### src/rtl/pong_game_ctrl_if.sv
// Signal bundle between the pong datapath and its game-sequencing controller.
// The controller side (slave) consumes datapath flags and the frame tick and
// drives the freeze, state, score and rally outputs; the master side is the
// datapath/overlay view of the same wires.
interface pong_game_ctrl_if;
  logic       start;
  logic       refr_tick;
  logic       hit_left;
  logic       hit_right;
  logic       miss_left;
  logic       miss_right;
  logic       graph_still;
  logic [1:0] game_state;
  logic [3:0] score_l;
  logic [3:0] score_r;
  logic [7:0] rally;
  logic [1:0] winner;

  modport slave (
    input  start, refr_tick, hit_left, hit_right, miss_left, miss_right,
    output graph_still, game_state, score_l, score_r, rally, winner
  );

  modport master (
    output start, refr_tick, hit_left, hit_right, miss_left, miss_right,
    input  graph_still, game_state, score_l, score_r, rally, winner
  );
endinterface

### src/rtl/pong_game_ctrl.sv
// Pong game-sequencing controller: runs IDLE/SERVE/PLAY/OVER, freezes the
// datapath outside PLAY, keeps both scores and a saturating rally counter.
// Every output comes straight from a register.
module pong_game_ctrl #(
  parameter int WIN_SCORE    = 9,
  parameter int SERVE_FRAMES = 120
) (
  input  logic              clk,
  input  logic              reset,
  pong_game_ctrl_if.slave   bus
);

  localparam logic [3:0] WIN_L   = 4'(WIN_SCORE);
  localparam logic [7:0] SERVE_L = 8'(SERVE_FRAMES);

  typedef enum logic [1:0] {
    ST_IDLE  = 2'b00,
    ST_SERVE = 2'b01,
    ST_PLAY  = 2'b10,
    ST_OVER  = 2'b11
  } state_t;

  state_t     state_r, state_nx_s;
  logic [3:0] score_l_r, score_l_nx_s;
  logic [3:0] score_r_r, score_r_nx_s;
  logic [7:0] rally_r, rally_nx_s;
  logic [1:0] winner_r, winner_nx_s;
  logic [7:0] timer_r, timer_nx_s;
  logic       graph_still_r;
  logic       start_q_r;
  logic       hit_q_r;
  logic       hit_any_s;
  logic       start_rise_s;
  logic       hit_rise_s;

  // Edge detectors: the history registers reset high so a level already
  // present when reset lifts is not mistaken for a fresh press or contact.
  assign hit_any_s    = bus.hit_left | bus.hit_right;
  assign start_rise_s = bus.start & ~start_q_r;
  assign hit_rise_s   = hit_any_s & ~hit_q_r;

  assign bus.game_state  = state_r;
  assign bus.graph_still = graph_still_r;
  assign bus.score_l     = score_l_r;
  assign bus.score_r     = score_r_r;
  assign bus.rally       = rally_r;
  assign bus.winner      = winner_r;

  // State, score, timer, edge-history and freeze registers.
  always_ff @(posedge clk or posedge reset) begin
    if (reset) begin
      state_r       <= ST_IDLE;
      score_l_r     <= 4'd0;
      score_r_r     <= 4'd0;
      rally_r       <= 8'd0;
      winner_r      <= 2'b00;
      timer_r       <= 8'd0;
      graph_still_r <= 1'b1;
      start_q_r     <= 1'b1;
      hit_q_r       <= 1'b1;
    end else begin
      state_r       <= state_nx_s;
      score_l_r     <= score_l_nx_s;
      score_r_r     <= score_r_nx_s;
      rally_r       <= rally_nx_s;
      winner_r      <= winner_nx_s;
      timer_r       <= timer_nx_s;
      // Freeze follows the current state, so it lags a transition by a cycle.
      graph_still_r <= (state_r != ST_PLAY);
      start_q_r     <= bus.start;
      hit_q_r       <= hit_any_s;
    end
  end

  // Game flow: next state plus score/rally/winner/timer updates.
  always_comb begin
    state_nx_s   = state_r;
    score_l_nx_s = score_l_r;
    score_r_nx_s = score_r_r;
    rally_nx_s   = rally_r;
    winner_nx_s  = winner_r;
    timer_nx_s   = timer_r;

    case (state_r)
      ST_IDLE, ST_OVER: begin
        // A fresh start press begins a new game from either resting state.
        if (start_rise_s) begin
          score_l_nx_s = 4'd0;
          score_r_nx_s = 4'd0;
          rally_nx_s   = 8'd0;
          winner_nx_s  = 2'b00;
          timer_nx_s   = SERVE_L;
          state_nx_s   = ST_SERVE;
        end else begin
          state_nx_s   = state_r;
        end
      end

      ST_SERVE: begin
        // Hit and miss flags are ignored here: they may be stale from the
        // rally that just ended.
        if (bus.refr_tick) begin
          if (timer_r == 8'd1) begin
            state_nx_s = ST_PLAY;
          end else begin
            timer_nx_s = timer_r - 8'd1;
          end
        end else begin
          timer_nx_s = timer_r;
        end
      end

      ST_PLAY: begin
        // A miss is acted on in its first cycle; leaving PLAY makes a held
        // miss level score only once, and it pre-empts any same-cycle hit.
        if (bus.miss_left && bus.miss_right) begin
          rally_nx_s = 8'd0;
          timer_nx_s = SERVE_L;
          state_nx_s = ST_SERVE;
        end else if (bus.miss_left) begin
          score_r_nx_s = score_r_r + 4'd1;
          if ((score_r_r + 4'd1) == WIN_L) begin
            winner_nx_s = 2'b10;
            state_nx_s  = ST_OVER;
          end else begin
            rally_nx_s  = 8'd0;
            timer_nx_s  = SERVE_L;
            state_nx_s  = ST_SERVE;
          end
        end else if (bus.miss_right) begin
          score_l_nx_s = score_l_r + 4'd1;
          if ((score_l_r + 4'd1) == WIN_L) begin
            winner_nx_s = 2'b01;
            state_nx_s  = ST_OVER;
          end else begin
            rally_nx_s  = 8'd0;
            timer_nx_s  = SERVE_L;
            state_nx_s  = ST_SERVE;
          end
        end else if (hit_rise_s) begin
          if (rally_r != 8'hFF) begin
            rally_nx_s = rally_r + 8'd1;
          end else begin
            rally_nx_s = rally_r;
          end
        end else begin
          rally_nx_s = rally_r;
        end
      end

      default: begin
        state_nx_s = ST_IDLE;
      end
    endcase
  end

endmodule

### src/flat_wrapper.sv
// flat-port wrapper written by rule: the top's interface ports become plain ports
module pong_game_ctrl_flat 
#(
  parameter int WIN_SCORE    = 9,
  parameter int SERVE_FRAMES = 120
)
  (clk, reset, bus_start, bus_refr_tick, bus_hit_left, bus_hit_right, bus_miss_left, bus_miss_right, bus_graph_still, bus_game_state, bus_score_l, bus_score_r, bus_rally, bus_winner);
  pong_game_ctrl_if bus_i ();
  input  logic clk;
  input  logic reset;
  input wire logic [$bits(bus_i.start)-1:0] bus_start;
  input wire logic [$bits(bus_i.refr_tick)-1:0] bus_refr_tick;
  input wire logic [$bits(bus_i.hit_left)-1:0] bus_hit_left;
  input wire logic [$bits(bus_i.hit_right)-1:0] bus_hit_right;
  input wire logic [$bits(bus_i.miss_left)-1:0] bus_miss_left;
  input wire logic [$bits(bus_i.miss_right)-1:0] bus_miss_right;
  output wire logic [$bits(bus_i.graph_still)-1:0] bus_graph_still;
  output wire logic [$bits(bus_i.game_state)-1:0] bus_game_state;
  output wire logic [$bits(bus_i.score_l)-1:0] bus_score_l;
  output wire logic [$bits(bus_i.score_r)-1:0] bus_score_r;
  output wire logic [$bits(bus_i.rally)-1:0] bus_rally;
  output wire logic [$bits(bus_i.winner)-1:0] bus_winner;
  assign bus_i.start = bus_start;
  assign bus_i.refr_tick = bus_refr_tick;
  assign bus_i.hit_left = bus_hit_left;
  assign bus_i.hit_right = bus_hit_right;
  assign bus_i.miss_left = bus_miss_left;
  assign bus_i.miss_right = bus_miss_right;
  assign bus_graph_still = bus_i.graph_still;
  assign bus_game_state = bus_i.game_state;
  assign bus_score_l = bus_i.score_l;
  assign bus_score_r = bus_i.score_r;
  assign bus_rally = bus_i.rally;
  assign bus_winner = bus_i.winner;
  pong_game_ctrl #(.WIN_SCORE(WIN_SCORE), .SERVE_FRAMES(SERVE_FRAMES)) u_core (.clk(clk), .reset(reset), .bus(bus_i));
endmodule
### config.mk
export PLATFORM = sky130hd
export DESIGN_NAME = pong_game_ctrl_flat
export DESIGN_NICKNAME = d
export VERILOG_FILES = /design/src/rtl/pong_game_ctrl_if.sv /design/src/rtl/pong_game_ctrl.sv /design/src/flat_wrapper.sv
export SDC_FILE = /design/constraint.sdc
export NUM_CORES = 1
export LEC_CHECK = 0
export BUFFER_PORTS_ARGS = -buffer_cell sky130_fd_sc_hd__clkbuf_2
export CAP_MARGIN = 20
export CELL_PAD_IN_SITES_DETAIL_PLACEMENT = 0
export CELL_PAD_IN_SITES_GLOBAL_PLACEMENT = 1
export CORE_UTILIZATION = 45
export CTS_BUF_LIST = sky130_fd_sc_hd__clkbuf_16
export DETAILED_ROUTE_END_ITERATION = 10
export GPL_ROUTABILITY_DRIVEN = 1
export GPL_TIMING_DRIVEN = 0
export PLACE_DENSITY = 0.85
export SKIP_CTS_REPAIR_TIMING = 1
export SLEW_MARGIN = 25
export SYNTH_ARGS = -nofsm -noshare
export SYNTH_HDL_FRONTEND = slang
export SYNTH_SLANG_ARGS = --single-unit
### constraint.sdc
create_clock -name clk -period 5.96 [get_ports clk]
set_input_delay 0.298 -clock clk [delete_from_list [all_inputs] [get_ports clk]]
set_output_delay 0.298 -clock clk [all_outputs]
set_load 0.1 [all_outputs]
==> summary.txt <==
Status
  – Status: completed

Timing
  – Fmax: 0.434 GHz
  – Worst hold slack: ~0.11 ns
  – Number of setup violations in the final report: 0
  – Tightest Pin Transition: roughly 0.67 ns
  – Tmin final: about 2.3 ns
  – Max-slew violation count: 0
  – Final hold vios: 0
  – Setup TNS: 0 ns
  – Final setup margin: 3.66 ns
  – Clk_skew: between 0.0015 and 0.002 ns
  – Period Utilization, post-route: 38.7%
  – RSZ-0062 raised after global routing: false
  – Relative slew slack: 55.4%

Die
  – Die Width: 68.3 um
  – Die H: between 60 and 70 um
  – IO Count: 29
  – Core Area: 4120 um2
  – Area of the die: 4670 um2
  – Starting Density: ~48%
  – Row count: 23

Route
  – Drc violations: 0
  – DR vias/cell: 5.69
  – Via count: 1,792
  – Wirelength per Cell: 13.9 um
  – WL final: 4.38 mm
  – Final antenna-violating net count: 0
  – Initial DRC count: 75
  – Initial DRT Pass Iterations: 4

Placement
  – Placed wire-length estimate: 3.14 mm
  – I/O Buffers: 28
  – DP Area: 2180 um2
  – Final GP Congestion: 0.815
  – Cells after DPL: roughly 310
  – Setup WS pre-CTS: ~3.6 ns

Global routing
  – Initial antenna violation count: 0
  – First-pass GRT wire length: roughly 7.2 mm
  – GRT Total Usage: 21.1%
  – GRT overflow: 0
  – Pin count of the biggest net entering global routing: 32
  – Vias in the first global route: 1,506

Critical path
  – Critical Path RT: 6.11 ns
  – Slowest stage cell, crit path: mux2i_1
  – Crit end category: flop
  – Delay-heaviest family, CP: multiplexers
  – Kind of critical path: reg2reg
  – Critical path startpoint category: flop
  – Largest fanout on the critical path: 10
  – Cells along the critical path: inv_1 > ha_1 > mux2i_1 > clkbuf_1 > nor2_1 > a22o_1
  – CP Buf/Inv Count: 2
  – CP max stage delay: between 0.5 and 0.6 ns
  – Arr. time, crit path: 2.46 ns

Synthesis
  – Synth Register Bits: 31
  – Synth Flop Type: dfrtp_1
  – Post-synthesis sequential area ratio: 39.4%
  – Mapped Area: just under 2000 um2
  – Number of synthesized flops with an enable pin: 0
  – Mean Syn Cell Area: between 8 and 9 um2
  – Ys async rst share: 100%
  – Syn_nets: between 200 and 250
  – Post-Syn Instances: 229
  – Post-synthesis cell type count: 52
  – YS warnings: 0

Clocking
  – Clk Tree Root Cell: clkbuf_16
  – Clock Sink Count: 31
  – Num CTS Buffers: 5
  – TritonCTS clock tree: yes
  – Clock Latency Late Sink: 0.27 ns
  – H-Tree Depth: 2
  – Clk buf depth: 2
  – CTS clk-pin slew, worst paths: about 0.050 ns

Pwr
  – Pwr dens: ~300 nW/um2
  – Max IR drop VDD: roughly 0.22 mV
  – Pwr Total: 0.694 mW
  – Leakage power: 1.04 nW

Layout
  – Post-layout util: between 50% and 60%
  – Antenna diodes: 0
  – Share of cells above drive strength 1: 20.0%
  – Finished Layout Cells: 315
  – Nets: 282
  – FILL cells: 381
  – P&R area growth vs syn: 17.2%
  – Fin area: 2320 um2

Run
  – Max-cap violations: 0

Worst hold path
  – HP Class: in2async
## flip-flops by register name (all words and copies together), names as in the netlist
| signal | flops |
|---|---|
| u_core.bus.rally | 8 |
| u_core.start_q_r | 1 |
| u_core.bus.graph_still | 1 |
| u_core.timer_r | 8 |
| u_core.bus.game_state | 2 |
| u_core.hit_q_r | 1 |
| u_core.bus.winner | 2 |
| u_core.bus.score_r | 4 |
| u_core.bus.score_l | 4 |
## worst reg2reg max path, cell delays in order, from the launching register on
cell and delay, ns:
dfrtp_1 0.42, inv_1 0.06, ha_1 0.33, mux2i_1 0.55, clkbuf_1 0.42, nor2_1 0.15, a22o_1 0.26
## kinds of logic (layout without fill, tap and decap cells)
logic type | after synthesis | in the layout | synth area share [%]
muxes | 1 | 1 | 0.506
adders and majority gates | 10 | 10 | 6.32
buffers and inverters | 20 | 56 | 4.80
and+or+nand+nor | 89 | 89 | 23.3
AOI/OAI and AO/OA | 78 | 78 | 25.7
DFF | 31 | 31 | 39.4
## metal layers
metal / GRT usage (%) / up-vias / routed length (um) / share of wire (%)
li1: - / 913 / - / -
met1: 28.5 / 837 / 2170 / 50
met2: 33.1 / 40 / 2040 / 46
met3: 4.17 / 2 / 140 / 3.2
met4: 7.81 / 0 / 30 / 0.68
met5: 0 / - / 0 / 0
## cell usage in the layout, fill, tap and decap left out, types with 3 or more instances in the layout
cell,n
clkbuf_2,28
inv_1,13
clkbuf_16,5
ha_1,10
nand4_1,4
nand2b_1,7
dfrtp_1,28
clkbuf_1,3
nand3_1,11
dfstp_2,3
o21ai_0,25
a21oi_1,15
nor2b_1,5
nor3_1,6
o21ai_1,5
a31oi_1,5
nor2_1,14
and3_1,5
nand2_1,23
## synth_stat cells, types with 2 or more instances
cell type / instances / area share (%)
a21o_1: 2 / 0.76
a21oi_1: 15 / 3.8
a21oi_2: 2 / 0.89
a22o_1: 2 / 0.89
a31oi_1: 5 / 1.6
a41oi_1: 2 / 0.89
and2_1: 2 / 0.63
and3_1: 5 / 1.6
buf_6: 2 / 1.1
clkbuf_1: 3 / 0.57
dfrtp_1: 28 / 35
dfstp_2: 3 / 4.0
ha_1: 10 / 6.3
inv_1: 12 / 2.3
nand2_1: 23 / 4.4
nand2b_1: 7 / 2.2
nand3_1: 11 / 2.8
nand3b_1: 2 / 0.76
nand4_1: 4 / 1.3
nor2_1: 14 / 2.7
nor2b_1: 5 / 1.6
nor3_1: 6 / 1.5
nor4_1: 2 / 0.63
o21ai_0: 25 / 6.3
o21ai_1: 5 / 1.3
o21ai_2: 2 / 0.89
o22a_1: 2 / 0.89
o31ai_1: 2 / 0.76
o41ai_1: 2 / 0.89
or4_1: 2 / 0.76
## final cells by class
class	instances	area [um2]	area share [%]
clock inverter	3	12.5	0.539
multi-input combinational	178	1100	47.6
buffer	7	46.3	2.00
inverter	13	48.8	2.10
tap	50	62.6	2.70
clock buffer	5	125	5.39
sequential	31	779	33.6
timing repair buffer	28	140	6.04
## worst paths after layout
kind	startpoint	endpoint	slack, ns	depth (start not counted)
min in group clk	bus_start	u_core.start_q_r$_DFF_PP1_	0.12	1
worst max register to register	u_core.bus.game_state[0]$_DFFE_PP0P_	u_core.bus.winner[0]$_DFFE_PP0P_	3.66	6
max in group asynchronous	reset	u_core.bus.game_state[0]$_DFFE_PP0P_	5.42	2
worst max-delay path	u_core.bus.game_state[0]$_DFFE_PP0P_	u_core.bus.winner[0]$_DFFE_PP0P_	3.66	6
worst min-delay path	reset	u_core.bus.score_l[3]$_DFFE_PP0P_	0.11	2
worst min register to register	u_core.timer_r[7]$_DFFE_PP0P_	u_core.timer_r[7]$_DFFE_PP0P_	0.47	1
## report_power, final
group          total [mW]  switching, mW  leakage (nW)  internal [mW]
logic               0.207          0.139         0.560         0.0680
clock network       0.236         0.0855        0.0762          0.151
registers           0.251         0.0209         0.399          0.230
Power figures use the tool's default switching activity.
